### src/rtl/prog_loader_pkg.sv
// prog_loader_pkg: shared loader states and sizing constants.
// CHECK exists only when PROG_LOADER_CHECKSUM_EN is defined.
package prog_loader_pkg;
  localparam int ADDR_W_DEF = 10;
  localparam int DEPTH_DEF = 256;
  localparam int BYTES_PER_WORD = 4;
  typedef enum logic [2:0] {
    IDLE,
    CLEAR,
    RECV,
    WRITE,
`ifdef PROG_LOADER_CHECKSUM_EN
    CHECK,
`endif
    DONE
  } state_e;
endpackage

### src/rtl/prog_loader_word_assembler.sv
// word_assembler: packs four little-endian handshaken bytes into a 32-bit word.
module word_assembler
  import prog_loader_pkg::*;
(
  input  logic        clk_i,
  input  logic        rst_ni,
  input  logic        clr_i,
  input  logic        fire_i,
  input  logic [7:0]  byte_i,
  output logic [31:0] word_o,
  output logic        word_valid_o
);
  logic [1:0]  cnt_q;
  logic [31:0] word_q;
  // The completing byte bypasses the register so the word is usable on the 4th transfer.
  assign word_valid_o = fire_i && cnt_q == 2'(BYTES_PER_WORD - 1);
  assign word_o = {byte_i, word_q[23:0]};
  always_ff @(posedge clk_i) begin
    if (!rst_ni || clr_i || word_valid_o) begin
      cnt_q  <= '0;
      word_q <= '0;
    end else if (fire_i) begin
      cnt_q <= cnt_q + 2'd1;
      word_q[8*cnt_q +: 8] <= byte_i;
    end
  end
endmodule

### src/rtl/prog_loader.sv
// prog_loader: streams bytes into program memory while holding the core in reset.
// Optional PROG_LOADER_CHECKSUM_EN adds a trailing XOR checksum word check.
module prog_loader
  import prog_loader_pkg::*;
#(
  parameter int ADDR_W = ADDR_W_DEF,
  parameter int DEPTH = DEPTH_DEF
) (
  input  logic              clk,
  input  logic              rst,
  input  logic              start,
  input  logic [8:0]        word_count,
  input  logic [7:0]        byte_in,
  input  logic              byte_valid,
  output logic              byte_ready,
  output logic              write_instruction,
  output logic [31:0]       ins,
  output logic [ADDR_W-1:0] addr,
  output logic              ins_mem_rst,
  output logic              cpu_hold,
  output logic              busy,
  output logic              done,
  output logic              err
);
  state_e      state_q;
  logic [8:0]  wc_q, n_q;
  logic [31:0] word;
  logic        word_valid;
`ifdef PROG_LOADER_CHECKSUM_EN
  logic [31:0] csum_q;
`endif
  word_assembler u_asm (
    .clk_i       (clk),
    .rst_ni      (rst),
    .clr_i       (state_q == CLEAR),
    .fire_i      (byte_valid && byte_ready),
    .byte_i      (byte_in),
    .word_o      (word),
    .word_valid_o(word_valid)
  );
  always_ff @(posedge clk) begin
    if (!rst) begin
      state_q           <= IDLE;
      wc_q              <= '0;
      n_q               <= '0;
      cpu_hold          <= 1'b1;
      addr              <= '0;
      ins               <= '0;
      byte_ready        <= 1'b0;
      write_instruction <= 1'b0;
      ins_mem_rst       <= 1'b0;
      busy              <= 1'b0;
      done              <= 1'b0;
      err               <= 1'b0;
`ifdef PROG_LOADER_CHECKSUM_EN
      csum_q            <= '0;
`endif
    end else begin
      write_instruction <= 1'b0;
      ins_mem_rst       <= 1'b0;
      done              <= 1'b0;
      case (state_q)
        IDLE: if (start) begin
          busy <= 1'b1;
          if (word_count > 9'(DEPTH)) begin
            err     <= 1'b1;
            done    <= 1'b1;
            state_q <= DONE;
          end else begin
            wc_q        <= word_count;
            n_q         <= '0;
            addr        <= '0;
            err         <= 1'b0;
            cpu_hold    <= 1'b1;
            ins_mem_rst <= 1'b1;
            state_q     <= CLEAR;
`ifdef PROG_LOADER_CHECKSUM_EN
            csum_q      <= '0;
`endif
          end
        end
        CLEAR: begin
          state_q    <= wc_q == '0 ? DONE : RECV;
          done       <= wc_q == '0;
          byte_ready <= wc_q != '0;
        end
        RECV: if (word_valid) begin
          ins               <= word;
          write_instruction <= 1'b1;
          byte_ready        <= 1'b0;
          state_q           <= WRITE;
        end
        WRITE: begin
          n_q <= n_q + 9'd1;
`ifdef PROG_LOADER_CHECKSUM_EN
          csum_q <= csum_q ^ ins;
`endif
          // addr only advances when another word follows, so it never passes DEPTH-1.
          if (n_q + 9'd1 < wc_q) begin
            addr       <= addr + ADDR_W'(1);
            byte_ready <= 1'b1;
            state_q    <= RECV;
          end else begin
`ifdef PROG_LOADER_CHECKSUM_EN
            byte_ready <= 1'b1;
            state_q    <= CHECK;
`else
            done    <= 1'b1;
            state_q <= DONE;
`endif
          end
        end
`ifdef PROG_LOADER_CHECKSUM_EN
        CHECK: if (word_valid) begin
          err        <= word != csum_q;
          byte_ready <= 1'b0;
          done       <= 1'b1;
          state_q    <= DONE;
        end
`endif
        DONE: begin
          cpu_hold <= err;
          busy     <= 1'b0;
          state_q  <= IDLE;
        end
        default: state_q <= IDLE;
      endcase
    end
  end
endmodule

### config.mk
export PLATFORM = sky130hd
export DESIGN_NAME = prog_loader
export DESIGN_NICKNAME = d
export VERILOG_FILES = /design/src/rtl/prog_loader_pkg.sv /design/src/rtl/prog_loader_word_assembler.sv /design/src/rtl/prog_loader.sv
export SDC_FILE = /design/constraint.sdc
export NUM_CORES = 1
export LEC_CHECK = 0
export ABC_AREA = 1
export CAP_MARGIN = 20
export CORE_MARGIN = 1.5
export CORE_UTILIZATION = 48
export DETAILED_ROUTE_END_ITERATION = 10
export GPL_TIMING_DRIVEN = 0
export PLACE_DENSITY = 0.76
export SLEW_MARGIN = 5
export SYNTH_ARGS = -nofsm -noshare
export SYNTH_HDL_FRONTEND = slang
export SYNTH_SLANG_ARGS = --single-unit
export TNS_END_PERCENT = 10
### constraint.sdc
create_clock -name clk -period 2.26 [get_ports clk]
set_input_delay 0.452 -clock clk [delete_from_list [all_inputs] [get_ports clk]]
set_output_delay 0.452 -clock clk [all_outputs]
set_load 0.05 [all_outputs]
==> impl_metrics.toml, run 1 <==
[synthesis]
postSynthCellCount = 580
post_synth_num_cell_types = 33
postSynthRegisterBits = 96
synth-seq-area-share = 0.4415
mappedNetlistArea_um2 = 4353
ys_warn_count = 0
syn_area_per_cell_um2 = 7.505
synth_nets = 616

[routing]
detail_route.iter0.violations = 194
drt_wl_total_mm = 11.18
detail-route-antenna-nets = 0
dr.pass1.iters = 5
routed-via-count = 4112
drcViolationCount = 0
detail_route.vias_per_cell = 5.245
wire_per_inst_um = 14.26

[status]
run_status = "finished, violations left"
violations_in_the_final_reports = "negative setup slack"

[placed_design]
port-buffer-count = 69
hpwlAfterDp_mm = 7.728
place_congestion = 0.8823
dpl_worst_slack_ns = -0.3068

[clock_tree]
cts_max_level = 3
cts_made_buffers = 9
cts_tree = "built"
clock_insertion_delay_worst_skew_ns = 0.37
ctsLongestPathBuffers = 2
cts.clk_slew.worst_paths_ns = 0.11
cts_num_sinks = 96
root_buffer = "clkbuf_8"

[timing]
min_period_ns = 2.485
max_clock_freq_ghz = 0.4024
tightest_slew_ns = 0.7214
hold_viol_final = 0
skew_ns = 0.01202
rsz_0062_raised_after_global_routing = "true"
worst_slew_slack_as_a_fraction_of_its_limit = 0.5191
max_slew_violation_count = 0
final_critical_path_setup_slack_ns = -0.2254
setup_viol_count_final = 14
final_min_period_over_clock_period = 1.100

[floorplanning]
die_width_um = 98.23
core_region_area_um2 = 8763
initial_utilization = 0.4967
die_area_um2 = 9649
die_y_um = 98.23
row_count = 34
pin_count = 70

[finish]
fillerInstances = 742
num_antenna_cells = 0
syn_to_final_growth_pct = 30.15
layout-drive-gt1-share = 0.1524
multi_input_area_um2 = 2236
seq_area_um2 = 1931
finalNetCount = 707

[power]
sequentialPowerShare = 0.482
swShare = 0.3399
power.total_mw = 3.771
internal_pwr_total_mw = 2.489
total_leakage_power_nw = 2.296
netSwitchingPower_mw = 1.282
clock_power_share = 0.302
p_comb_frac = 0.217
max-vdd-ir-drop_mv = 0.3166
power.density_cell_area_nw_per_um2 = 665.6

[worst_setup_path]
cp.arrival_ns = 2.78
setup.worst_path.end_class = "register"
worst_ep_required_time_ns = 2.56
setup.worst_path.start_class = "register"
critPathMaxFanout = 5
timing.setup.critical_path_class = "reg -> reg"

[global_route]
grt-ovfl-total = 0
grt_start_max_net_pins = 19
first_global_vias = 4011
grt_pass1_wl_mm = 18.48
antenna_found_initial = 0
grtUsageTotal = 0.2344

[hold_path]
worstHoldPathType = "reg -> reg"

[flow_run]
max-cap-violations = 0
cell type report:
type	instances	area share
plain buffers	21	0.01943
clock buffers	10	0.02429
clock inverters	6	0.01104
inverters	67	0.04439
multi-input cells	397	0.3947
flip-flops and latches	96	0.3408
well taps	108	0.02385
repair buffers	79	0.1416
cells by family after synthesis:
family	count (synthesis)	share of synthesized area
buffers and inverters	88	0.08135
DFF	96	0.4415
adders and majority gates	15	0.04312
xor gates and xnor gates	8	0.01610
AOI/OAI and AO/OA	122	0.1584
and+or+nand+nor	251	0.2596
worst max-delay path: stages (launching register included):
cell and delay [ns]:
dfxtp_4 0.39, ha_4 0.14, nand2_2 0.05, inv_2 0.07
nand2_4 0.06, nor2_4 0.09, nand4_1 0.14, xnor2_2 0.18
ha_1 0.32, a21o_1 0.18, nor2_2 0.14, nand3_4 0.11
nand2_4 0.09, buf_12 0.12, buf_8 0.12, nand3_2 0.08
a21oi_2 0.12
power by group through the flow:
stage	clock network, mW	registers [mW]	logic (mW)
2_1_floorplan	0	1.92	0.419
3_3_place_gp	0	1.85	0.675
3_5_place_dp	0	1.85	0.694
4_1_cts	1.14	1.82	0.765
5_1_grt	1.22	1.83	0.887
6_report	1.14	1.82	0.817
Yosys cell counts, drive strengths merged:
library cell | count | area share
ha | 15 | 0.043
nor3b | 2 | 0.0034
a21o | 1 | 0.0017
nand3b | 1 | 0.0017
nand3 | 44 | 0.065
o21bai | 2 | 0.0034
inv | 67 | 0.058
xor2 | 5 | 0.010
nor2 | 80 | 0.075
xnor2 | 3 | 0.0060
a21oi | 71 | 0.092
o21ai | 37 | 0.043
nand4 | 5 | 0.0072
a31oi | 1 | 0.0014
buf | 15 | 0.018
nand2 | 116 | 0.10
a211oi | 10 | 0.017
nor3 | 3 | 0.0034
clkbuf | 6 | 0.0052
dfxtp | 96 | 0.44
routing by layer:
metal	up-vias	routed length, um	track usage
li1	2071	-	-
met1	1897	4964	0.2999
met2	125	5518	0.3963
met3	19	491	0.04223
met5	-	0	0
met4	0	208	0.08559
sequential cells by signal (all words and copies together), names as in the netlist, 2 cells and up:
register,cells
u_asm.cnt_q,2
n_q,9
state_q,3
ins,32
addr,10
u_asm.word_q,24
wc_q,9
path summary, 6_finish.rpt:
| check | from | slack (ns) | cells after the start | end |
|---|---|---|---|---|
| worst max-delay path | n_q[0] | -0.23 | 16 | addr[8] |
| worst min-delay path | u_asm.word_q[14] | 0.46 | 2 | ins[14] |
| worst max register to register | n_q[0] | -0.23 | 16 | addr[8] |
| worst min register to register | u_asm.word_q[14] | 0.46 | 2 | ins[14] |
layout by cell type (no fill, tap or decap), types with 2 or more instances in the layout:
cell / instances
a211oi_1: 10
a21oi_1: 59
a21oi_2: 11
buf_1: 3
buf_2: 10
buf_4: 7
buf_6: 2
clkbuf_1: 6
clkbuf_8: 10
clkdlybuf4s50_1: 69
clkinv_4: 3
dfxtp_1: 93
dfxtp_4: 2
ha_1: 14
inv_1: 58
inv_2: 9
nand2_1: 106
nand2_2: 7
nand2_4: 3
nand3_1: 29
nand3_2: 11
nand3_4: 5
nand4_1: 5
nor2_1: 69
nor2_2: 4
nor2_4: 7
nor3_1: 3
nor3b_1: 2
o21ai_0: 35
o21bai_1: 2
xnor2_1: 2
xor2_1: 4
stage by stage:
step	util	cells	hold slack [ns]	setup TNS, ns	area (um2)
6_report	0.6465	784	0.4647	-2.670	5665
4_1_cts	0.6375	783	0.4642	-2.580	5587
2_1_floorplan	-	580	0.4296	0	4353
3_5_place_dp	0.5909	757	0.4456	-3.634	5179
5_1_grt	0.6465	784	0.4917	-4.190	5665
3_3_place_gp	0.5909	757	0.4447	-2.882	5179
timing repair:
action,4_1_cts,5_1_grt
endpoints found under the hold margin,0,0
hold buffers,0,0
setup endpoints to repair,14,14
buffers inserted,8,1
gates cloned,2,0
gates resized for setup,28,17
pin swaps,16,13
Note: power is estimated with default switching activity, not from simulation.
==> run 2: changes to the inputs <==
Settings changed: RECOVER_POWER set to 25.
==> run 2 against run 1 <==
  * The flow still finishes with violations (negative setup slack)
  * Wire length is 0.37% higher
  * Worst setup slack better by 0.0042 ns
  * Register-to-register slack hardly changed
  * Design area hardly changed
  * Final cell count stayed put
  * Combinational power hardly changed
  * Clock skew is 0.00083 ns lower
==> impl_metrics.toml, run 2 (synthesis results as in run 1) <==
[power]
internal_pwr_total_mw = 2.488
power.total_mw = 3.772
swShare = 0.3405
total_leakage_power_nw = 2.294
max-vdd-ir-drop_mv = 0.3192
netSwitchingPower_mw = 1.285
sequentialPowerShare = 0.482
power.density_cell_area_nw_per_um2 = 666.3
p_comb_frac = 0.216
clock_power_share = 0.302

[worst_setup_path]
cp-startpoint = "n_q[0]"
reg2reg_to = "addr[8]"
critical_path.reg2reg.startpoint = "n_q[0]"
cp.arrival_ns = 2.78
worst_ep_required_time_ns = 2.56
setup.worst_path.end_class = "register"
reg2reg_depth = 16
rrSetupSlack_ns = -0.22
critPathCapture = "addr[8]"
timing.setup.critical_path_class = "reg -> reg"
critPathMaxFanout = 5
setup.worst_path.start_class = "register"

[global_route]
grt-ovfl-total = 0
grt_pass1_wl_mm = 18.48
grtUsageTotal = 0.2344
first_global_vias = 4011
antenna_found_initial = 0
grt_start_max_net_pins = 19

[placed_design]
port-buffer-count = 69
hpwlAfterDp_mm = 7.728
place_congestion = 0.8823
place_inst = 757
placedInstanceArea_um2 = 5179

[routing]
routed-via-count = 4116
wire_per_inst_um = 14.32
dr.pass1.iters = 5
drt_wl_total_mm = 11.22
detail_route.iter0.violations = 206
detail_route.vias_per_cell = 5.250
detail-route-antenna-nets = 0
drcViolationCount = 0

[flow_run]
max-cap-violations = 0

[finish]
largest_register_ffs = 32
mostFrequentLayoutCells = "nand2_1, dfxtp_1, nor2_1, clkdlybuf4s50_1, a21oi_1"
fillerInstances = 743
instances_no_fill = 784
layout-drive-gt1-share = 0.1494
registers.top_by_ff_count = "ins"
commonest_non_fill_non_tap_cell_in_the_layout = "nand2_1"
syn_to_final_growth_pct = 30.07
num_antenna_cells = 0
reg_top3 = "ins (32), u_asm.word_q (24), addr (10)"
finalNetCount = 707
fin_area_um2 = 5662

[clock_tree]
root_buffer = "clkbuf_8"
ctsLongestPathBuffers = 2
cts_max_level = 3
cts_tree = "built"
cts.clk_slew.worst_paths_ns = 0.11
clock_insertion_delay_worst_skew_ns = 0.37
cts_made_buffers = 9
cts_num_sinks = 96
hold_buffers = 0

[timing]
max_slew_violation_count = 0
skew_ns = 0.01119
final_min_period_over_clock_period = 1.098
worst_slew_slack_as_a_fraction_of_its_limit = 0.5300
setup_viol_count_final = 14
rsz_0062_raised_after_global_routing = "true"
hold_viol_final = 0
min_period_ns = 2.481
max_clock_freq_ghz = 0.4030
tightest_slew_ns = 0.7050
final_critical_path_setup_slack_ns = -0.2212
fin_worst_hold_slack_ns = 0.4645

[floorplanning]
die_area_um2 = 9649
row_count = 34
initial_utilization = 0.4967
core_region_area_um2 = 8763
pin_count = 70
die_width_um = 98.23
die_y_um = 98.23

[status]
run_status = "finished, violations left"
violations_in_the_final_reports = "negative setup slack"

[hold_path]
worstHoldPathType = "reg -> reg"
hold_path.startpoint = "u_asm.word_q[14]"
-- run 2: cell count changes in the layout (fill, tap and decap cells not counted), sizes merged --
| cell | before | now |
|---|---|---|
| clkbuf | 16 | 17 |
| buf | 25 | 24 |
-- run 2: stage by stage --
step	util	setup slack [ns]	TNS, ns
after floorplan	-	0.01456	0
after global placement	0.5909	-0.2460	-2.882
after detailed placement	0.5909	-0.3068	-3.634
after CTS	0.6375	-0.2214	-2.580
after global routing	0.6461	-0.3322	-4.191
final	0.6461	-0.2212	-2.600
-- run 2: timing repair --
item | in CTS | in global routing
pin swaps | 16 | 13
setup buffers | 8 | 1
gates resized for setup | 28 | 17
gates cloned | 2 | 0
setup endpoints to repair | 14 | 14
endpoints found under the hold margin | 0 | 0
-- run 2: power by group through the flow --
stage / Sequential [mW] / Clock (mW) / Combinational (mW)
floorplan: 1.92 / 0 / 0.419
global placement: 1.85 / 0 / 0.675
CTS: 1.82 / 1.14 / 0.765
finish: 1.82 / 1.14 / 0.815
global route: 1.83 / 1.22 / 0.883
detailed placement: 1.85 / 0 / 0.694
-- run 2: metal layers --
metal  vias up  part of all wire  GRT usage  routed length (um)
met4         0             0.019    0.08559                 215
met2       116              0.49     0.3963                5518
met1      1911              0.45     0.2999                5035
met3        23             0.040    0.04223                 454
met5         -                 0          0                   0
li1       2066                 -          -                   -
-- run 2: layout make-up --
| type | count | area (um2) | area share |
|---|---|---|---|
| sequential | 96 | 1931 | 0.3410 |
| timing repair buffer | 79 | 802.0 | 0.1417 |
| inverter | 67 | 251.5 | 0.04442 |
| clock inverter | 6 | 62.56 | 0.01105 |
| clock buffer | 10 | 137.6 | 0.02431 |
| buffer | 21 | 108.9 | 0.01923 |
| multi-input combinational | 397 | 2233 | 0.3945 |
| tap | 108 | 135.1 | 0.02387 |
-- run 2: worst min-delay path by stage --
stage / cells after the start / end / slack [ns]
finish: 2 / ins[14] / 0.46
global route: 2 / u_asm.word_q[13] / 0.49
CTS: 2 / ins[14] / 0.46
detailed placement: 2 / ins[14] / 0.45
global placement: 2 / ins[14] / 0.44
floorplan: 2 / ins[14] / 0.43
-- run 2: worst max-delay path, cell delays in order, from the launching register on --
cell and delay [ns]:
dfxtp_4 0.39, ha_4 0.14, nand2_2 0.05, inv_2 0.07
nand2_4 0.06, nor2_4 0.09, nand4_1 0.14, xnor2_2 0.18
ha_1 0.32, a21o_1 0.18, nor2_2 0.14, nand3_4 0.11
nand2_4 0.09, buf_12 0.12, buf_8 0.12, nand3_2 0.08
a21oi_2 0.12
